$ cat config.mk
export PLATFORM = sky130hd
export DESIGN_NAME = ls_mem_arbiter
export DESIGN_NICKNAME = d
export VERILOG_FILES = /design/src/rtl/ls_mem_arbiter.sv
export SDC_FILE = /design/constraint.sdc
export NUM_CORES = 1
export LEC_CHECK = 0
export CAP_MARGIN = 20
export CORE_ASPECT_RATIO = 1.1
export CORE_UTILIZATION = 45
export DETAILED_ROUTE_END_ITERATION = 10
export PLACE_DENSITY = 0.78
export SETUP_SLACK_MARGIN = 0.2
export SLEW_MARGIN = 0
export SYNTH_ARGS = -nofsm -noshare
export SYNTH_HDL_FRONTEND = slang
export SYNTH_SLANG_ARGS = --single-unit
$ cat constraint.sdc
create_clock -name CLK -period 2.6 [get_ports CLK]
set_input_delay 0.39 -clock CLK [delete_from_list [all_inputs] [get_ports CLK]]
set_output_delay 0.39 -clock CLK [all_outputs]
set_load 0.01 [all_outputs]
$ cat src/rtl/ls_mem_arbiter.sv
// Arbitrates the shared data-memory port between scalar single-word accesses and
// matrix strided bursts. Optional wait counters are built when LS_MEM_ARB_PERF_EN is defined.
module ls_mem_arbiter #(
  parameter int ADDR_W       = 32,
  parameter int DATA_W       = 32,
  parameter int ROWS_W       = 3,
  parameter int STARVE_LIMIT = 4
) (
  input  logic              CLK,
  input  logic              nRST,
  input  logic              s_ren,
  input  logic              s_wen,
  input  logic [ADDR_W-1:0] s_addr,
  input  logic [DATA_W-1:0] s_wdata,
  output logic [DATA_W-1:0] s_rdata,
  output logic              s_hit,
  input  logic              m_start,
  input  logic              m_wen,
  input  logic [ADDR_W-1:0] m_base,
  input  logic [ADDR_W-1:0] m_stride,
  input  logic [ROWS_W-1:0] m_rows,
  input  logic [DATA_W-1:0] m_wdata,
  output logic              m_busy,
  output logic [ROWS_W-1:0] m_row_idx,
  output logic [DATA_W-1:0] m_rdata,
  output logic              m_rvalid,
  output logic              m_done,
  output logic              mem_ren,
  output logic              mem_wen,
  output logic [ADDR_W-1:0] mem_addr,
  output logic [DATA_W-1:0] mem_wdata,
  input  logic [DATA_W-1:0] mem_rdata,
  input  logic              mem_hit
`ifdef LS_MEM_ARB_PERF_EN
  ,
  output logic [31:0]       perf_s_wait,
  output logic [31:0]       perf_m_wait
`endif
);

  localparam int SW = $clog2(STARVE_LIMIT + 1);
  localparam logic [SW-1:0] LIMIT = SW'(STARVE_LIMIT);

  typedef enum logic [1:0] {IDLE, S_ACC, M_ACC, BUBBLE} state_t;
  state_t state, state_nxt;

  logic [ADDR_W-1:0] acc_addr;
  logic [DATA_W-1:0] acc_wdata;
  logic              acc_wr;
  logic              busy;
  logic              b_wen;
  logic [ADDR_W-1:0] b_addr;
  logic [ADDR_W-1:0] b_stride;
  logic [ROWS_W-1:0] b_rows;
  logic [ROWS_W-1:0] row_idx;
  logic [SW-1:0]     streak;
  logic              s_pend, m_pend, grant_s, grant_m, last_word;

  assign m_busy    = busy;
  assign m_row_idx = row_idx;

  always_comb begin
    s_pend    = s_ren | s_wen;
    m_pend    = busy & (row_idx != b_rows);
    last_word = ({1'b0, row_idx} + (ROWS_W + 1)'(1)) == {1'b0, b_rows};
    grant_s   = (state == IDLE) & s_pend & (~m_pend | (streak < LIMIT));
    grant_m   = (state == IDLE) & m_pend & (~s_pend | (streak >= LIMIT));
  end

  always_ff @(posedge CLK) begin
    if (!nRST) state <= IDLE;
    else       state <= state_nxt;
  end

  always_comb begin
    state_nxt = state;
    mem_ren   = 1'b0;
    mem_wen   = 1'b0;
    mem_addr  = '0;
    mem_wdata = '0;
    s_hit     = 1'b0;
    s_rdata   = '0;
    m_rvalid  = 1'b0;
    m_rdata   = '0;
    // An empty burst completes in the cycle after it was accepted.
    m_done    = busy & (b_rows == '0);
    case (state)
      IDLE: begin
        if (grant_s)      state_nxt = S_ACC;
        else if (grant_m) state_nxt = M_ACC;
      end
      S_ACC: begin
        mem_ren   = ~acc_wr;
        mem_wen   = acc_wr;
        mem_addr  = acc_addr;
        mem_wdata = acc_wdata;
        if (mem_hit) begin
          s_hit     = 1'b1;
          s_rdata   = mem_rdata;
          state_nxt = BUBBLE;
        end
      end
      M_ACC: begin
        mem_ren   = ~acc_wr;
        mem_wen   = acc_wr;
        mem_addr  = acc_addr;
        mem_wdata = acc_wdata;
        if (mem_hit) begin
          m_rvalid  = 1'b1;
          m_rdata   = mem_rdata;
          m_done    = last_word;
          state_nxt = BUBBLE;
        end
      end
      BUBBLE:  state_nxt = IDLE;
      default: state_nxt = IDLE;
    endcase
  end

  always_ff @(posedge CLK) begin
    if (!nRST) begin
      acc_addr  <= '0;
      acc_wdata <= '0;
      acc_wr    <= 1'b0;
      busy      <= 1'b0;
      b_wen     <= 1'b0;
      b_addr    <= '0;
      b_stride  <= '0;
      b_rows    <= '0;
      row_idx   <= '0;
      streak    <= '0;
    end else begin
      if (grant_s) begin
        acc_addr  <= s_addr;
        acc_wdata <= s_wdata;
        acc_wr    <= s_wen;
      end else if (grant_m) begin
        acc_addr  <= b_addr;
        acc_wdata <= m_wdata;
        acc_wr    <= b_wen;
      end
      if (grant_m || m_done)
        streak <= '0;
      else if (grant_s && m_pend && streak != LIMIT)
        streak <= streak + SW'(1);
      if (!busy && m_start) begin
        busy     <= 1'b1;
        b_wen    <= m_wen;
        b_addr   <= m_base;
        b_stride <= m_stride;
        b_rows   <= m_rows;
        row_idx  <= '0;
      end else begin
        if (state == M_ACC && mem_hit) begin
          row_idx <= row_idx + ROWS_W'(1);
          b_addr  <= b_addr + b_stride;
        end
        if (m_done) busy <= 1'b0;
      end
    end
  end

`ifdef LS_MEM_ARB_PERF_EN
  logic s_wait, m_wait;
  assign s_wait = s_pend & ~grant_s & (state != S_ACC);
  assign m_wait = m_pend & ~grant_m & (state != M_ACC);

  always_ff @(posedge CLK) begin
    if (!nRST) begin
      perf_s_wait <= '0;
      perf_m_wait <= '0;
    end else begin
      if (s_wait && perf_s_wait != '1) perf_s_wait <= perf_s_wait + 32'd1;
      if (m_wait && perf_m_wait != '1) perf_m_wait <= perf_m_wait + 32'd1;
    end
  end
`endif

endmodule

# After elaboration in Yosys (flattened, before gate mapping)
# Index checks and enable logic that the tools add are counted.
# totals
regBits	142
out_inout_bits	137
# op_classes
n_addsub	4
n_lt_le_gt_ge	2
n_eq_ne	8
muxes	26
bitwise_logic	13
reduce_logical	15
# ops
operator	n
$mux 32	11
$add 32x32->32	1
$mux 1	11
$add 3x1->3 const B	2
$and 1x1->1	6
$mux 2	3
$ne 3x3->1 const B	2
$pmux 2 s3	1
$reduce_bool 2->1	3
$reduce_or 2->1	3
$add 3x1->4 const B	1
$eq 2x2->1 const B	2
$eq 4x3->1	1
$logic_and 1x1->1	4
$not 1->1	4
$ge 3x3->1 const B	1
$logic_not 3->1	1
$lt 3x3->1 const B	1
$ne 3x3->1	1
$or 1x1->1	3
$eq 2x1->1 const B	1
$logic_not 2->1	1
$ne 2x1->1 const B	1
$reduce_and 2->1	1
2 further kinds	2

# Longest topological paths before layout
# logic_depth
depth_word	7
ltp_mapped	10
mapped_depth_nobuf	10

# Worst setup path after synthesis
# Ideal clock, no wire load.
# synth_timing
path_kind	register to register
start	register b_addr[0]
end	register b_addr[20]
arrival_ps	2240
slack_ps	223
stages_incl_launch_ff	11
path_buffers	0
synth_period_minus_slack_ps	2377
cell_sequence	dfxtp_1 > ha_1 > fa_1 > a21o_1 > a41oi_1 > a21o_1 > a21o_1 > nand2_1 > a21oi_1 > mux2i_1 > a31oi_1
# synth_between
elab_chain_cells	3
# synth_rtl
element	line	text
from (decl)	52	logic [ADDR_W-1:0] b_addr;
from (signal assigned)	149	b_addr <= m_base;
from (signal assigned)	156	b_addr <= b_addr + b_stride;
$add 32x32->32	156	
$mux 32	154	if (state == M_ACC && mem_hit) begin
$mux 32	146	if (!busy && m_start) begin
# No other way between the ends. The select of a mux whose other input is x is not followed.
# A chain may end at the register's enable or synchronous reset.

# Final worst setup path
# layout_timing
start	register b_addr[8]
end	register b_addr[29]
# The elaborated chain is that of the path after synthesis.

==> results.md <==
* Result of the run: complete, no violations
* Pwr/cell area at between 800 and 900 nW/um^2
* Number of synthesized flops with an enable pin at 0
* Post-Syn Nets at roughly 1300
* Mean area per synthesized cell at between 7 and 8 sq um
* CTS Sinks at roughly 140
* I/O Buffers at approximately 340
* Fill count at about 1500
* Final hold vios at 0
* Post-synthesis mux area share at 8.29%
* Global-route usage over all layers at 31.1%
* Crit-path cells: ha_1 > buf_4 > nand4_1 > a21oi_2 > nand4_1 > o211a_1 > o31a_1 > o31ai_2 > xnor2_1 > a21oi_1
* M2 GR Usage at a little over half
* Worst IR drop on VDD at 588 uV
* Critical R2R Launch: b_addr[8]$_SDFFE_PN0P_
* Critical R2R Capture: b_addr[29]$_SDFFE_PN0P_
* Min Clock Period, post-route at around 2.4 ns
* Worst Tran Pin Value at around 0.6 ns
* Largest family of logic cells by synthesized area: simple AND/OR/NAND/NOR gates
* RSZ-0062 raised after global routing: yes
* Largest net degree at the start of global routing at 67
* GRT met3 Usage at approximately 6.3%
* Total CTS buffers at 17
* Place WS at -0.00106 ns
* GRT busiest layer: met2
* Core Rows at 52
* Critical Path RT at ~2.9 ns
* FFs w/ async S/R, synth at 0%
* Post-Syn Area at ~8700 sq um
* CTS tree: yes
* Met1 Use GR at 39.4%
* Final setup vio count at 0
* Area grow syn2layout at 54.4%
* Hold crit path type: flip-flop to flip-flop
* Yosys warning total at 0
* Setup CP Type: flip-flop to flip-flop
* Max FO, Critical Path at 7
* Die height at around 150 microns
* Fraction of layout cells with a size suffix above 1 at between 10% and 20%
* XOR/XNOR share of the synthesized area at around 3.0%
* Clk buf depth at 2
* Worst Hold Launch: b_wen$_SDFFE_PN0P_
* Hold worst-path end: b_wen$_SDFFE_PN0P_
* Initial antenna violation count at 6
* Root Buffer: clkbuf_16
* Drt via density at 5.53
* Startpoint types: flip-flop
* Worst-Skew Late Latency at 0.43 ns
* Total Power at 11.2 mW
* Htree depth at 4
* Unique masters post-synth at 61
* Clk_skew at about 0.011 ns
* Post-Synth Simple-Gate Area at roughly a quarter
* Fin crit share at between 90% and 100%
* Most frequent CP cell: nand4_1
* Area of placed instances at around 13000 sq um
* Core area at 18700 sq um
* FF/Latch Area at 2850 sq um
* Via count of the first global-routing pass at 8473
* Vias at between 9000 and 10000
* R2R Setup Slk at between 0.2 and 0.25 ns
* Initial DRC count at roughly 510
* Initial core utilization at ~47%
* Crit path max-delay cell type: dfxtp_1
* Seq cells post-synth at roughly 140
* Die area at 19900 sq um
* Synth Instances at 1097
* Finished Cell Area at ~13000 sq um
* Clock slew at reported path FFs at 0.06 ns
* Sequential share of the synthesized area at 32.7%
* DIE WIDTH at 135 microns
* Crit path capture type: flip-flop
* Drt first pass iters at 5
* Max_slew headroom at approximately 60%
* First-pass GRT wire length at roughly 48 mm
* Max cap viols at 0
* Detailed Place HPWL at around 24 mm
* Reg2reg path depth at 10
* # DRC at 0
* Setup TNS at 0 ns
* I/O Pins at roughly 340
* Top FF cell, synth: dfxtp_1
* Area share of fa/ha/maj cells after synthesis at around 5.5%
* Multi-input gate area at roughly 5700 sq um
* Max Slew Vio Count at 0
* DRT Wirelength at approximately 32 mm
* CP max stage delay at roughly 0.32 ns
* Worst Setup Slack, final at 0.202 ns
* Hold Path Depth at 2
* Worst EP arrival at ~2.7 ns
* Compound-gate portion of the synthesized area at between 20% and 30%
* P_leak at ~6.2 nW
* GRT overflow at 0
* Antenna Nets Post-Route at 0
* Routed len/inst at approximately 19 microns
* Final #Nets at 1661
* Routability Congestion at 0.962
* Fmax at around 420 MHz
-- cell families (layout without fill, tap and decap cells) --
kind of cell,Yosys count,in the layout
compound gates,281,281
other cells,0,5
flops,142,142
fa+ha+maj,38,38
mux,72,72
simple gates,425,425
buf+inv,109,446
xor+xnor,30,30
-- registers in the layout, indices dropped and copies added, names as in the netlist --
register / cells
b_addr: 32
streak: 3
m_busy: 1
acc_wdata: 32
acc_addr: 32
b_rows: 3
acc_wr: 1
b_wen: 1
m_row_idx: 3
b_stride: 32
state: 2
-- final cells by class --
cell class              count  share of cell area, %
multi-input cells         846                   42.5
repair buffers            396                   29.3
flip-flops and latches    142                   21.2
clock buffers              20                   3.25
well taps                 243                   2.26
clock inverters            12                  0.847
inverters                  18                  0.512
diodes                      5                 0.0931
-- through the flow --
stage / std cells / utilization [%] / hold slack, ns
floorplan: 1097 / - / 0.436
global placement: 1632 / 67.0 / 0.443
detailed placement: 1632 / 67.0 / 0.448
CTS: 1668 / 70.2 / 0.455
global route: 1681 / 72.0 / 0.476
finish: 1682 / 72.0 / 0.453
-- worst max-delay path, delay by kind of cell, from the launching register on --
family                   cells  cell delay (ns)
flip-flops                   1             0.32
AO/OA/AOI/OAI                5             1.04
XOR/XNOR                     1             0.15
buffers and inverters        1             0.15
AND/OR/NAND/NOR              2             0.32
adder cells (fa/ha/maj)      1             0.30
-- Yosys cell counts, types with 3 or more instances --
cell type,n,area share [%]
mux2i_1,71,8.2
buf_2,13,0.75
a211o_1,3,0.30
o31ai_1,3,0.26
nor3b_1,3,0.26
buf_1,4,0.17
nand3_1,16,0.92
xnor2_1,17,1.7
xor2_1,13,1.3
nand2_1,136,5.9
and3_1,67,4.8
a21boi_0,4,0.34
nand4_1,9,0.65
nor3_1,4,0.23
dfxtp_1,142,33
nor2b_1,5,0.36
buf_4,4,0.34
nand3b_1,3,0.26
nand2b_1,6,0.43
a21o_1,20,1.7
inv_1,17,0.73
a21oi_1,89,5.1
a31oi_1,10,0.72
o221ai_1,4,0.40
nor2_1,106,4.6
o21bai_1,4,0.34
ha_1,37,5.3
o211ai_1,9,0.78
and2_1,66,4.7
o211a_1,5,0.57
a311oi_1,12,1.2
clkbuf_1,69,3.0
a211oi_1,66,5.7
o21ai_0,26,1.5
-- timing repair --
action,4_1_cts,5_1_grt
pin swaps,4,19
resized for setup,88,63
hold buffers,0,0
gates cloned,1,0
setup buffers,3,9
endpoints found under the setup margin,103,78
-- layout by cell type (no fill, tap or decap), drive strengths merged, types with 5 or more instances in the layout --
master,netlist,routed
xnor2,17,17
o21ai,28,28
xor2,13,13
dlygate4sd2,0,67
a311oi,12,12
a21boi,5,5
nor2,106,106
o31ai,6,6
clkdlybuf4s50,0,255
and3,67,67
dlymetal6s2s,0,15
a31oi,10,10
clkbuf,70,21
diode,0,5
o211a,5,5
dfxtp,142,142
nand3,16,16
a21oi,91,91
nand2b,6,6
buf,21,58
ha,37,37
nor2b,5,5
mux2i,71,71
and2,66,66
clkinv,1,5
a21o,21,21
nand2,136,136
inv,17,20
a211oi,66,66
o211ai,11,11
nand4,9,9
-- how the worst max path moves through the flow --
stage,startpoint,end,slack [ns],depth (start not counted)
after floorplan,b_addr[0]$_SDFFE_PN0P_,b_addr[20]$_SDFFE_PN0P_,0.22,10
final,b_addr[8]$_SDFFE_PN0P_,b_addr[29]$_SDFFE_PN0P_,0.20,10
after global placement,b_addr[0]$_SDFFE_PN0P_,b_addr[20]$_SDFFE_PN0P_,0.03,10
after CTS,state[0]$_SDFFE_PN0P_,m_rdata[30],0.17,5
after global routing,b_stride[8]$_SDFFE_PN0P_,b_addr[29]$_SDFFE_PN0P_,0.07,10
after detailed placement,b_addr[0]$_SDFFE_PN0P_,b_addr[20]$_SDFFE_PN0P_,-0.001,10
-- per-layer routing --
| layer | vias to the layer above | routed length, microns |
|---|---|---|
| li1 | 4563 | - |
| met2 | 371 | 15700 |
| met4 | 2 | 917 |
| met3 | 64 | 2130 |
| met1 | 4300 | 13300 |
| met5 | - | 9 |
-- power breakdown --
| part | internal (mW) | leakage (nW) | switching, mW |
|---|---|---|---|
| Combinational | 2.81 | 4.80 | 3.04 |
| Sequential | 2.74 | 1.18 | 0.318 |
| Clock | 1.32 | 0.257 | 1.00 |
No activity file was read; power rests on OpenSTA's default activity.
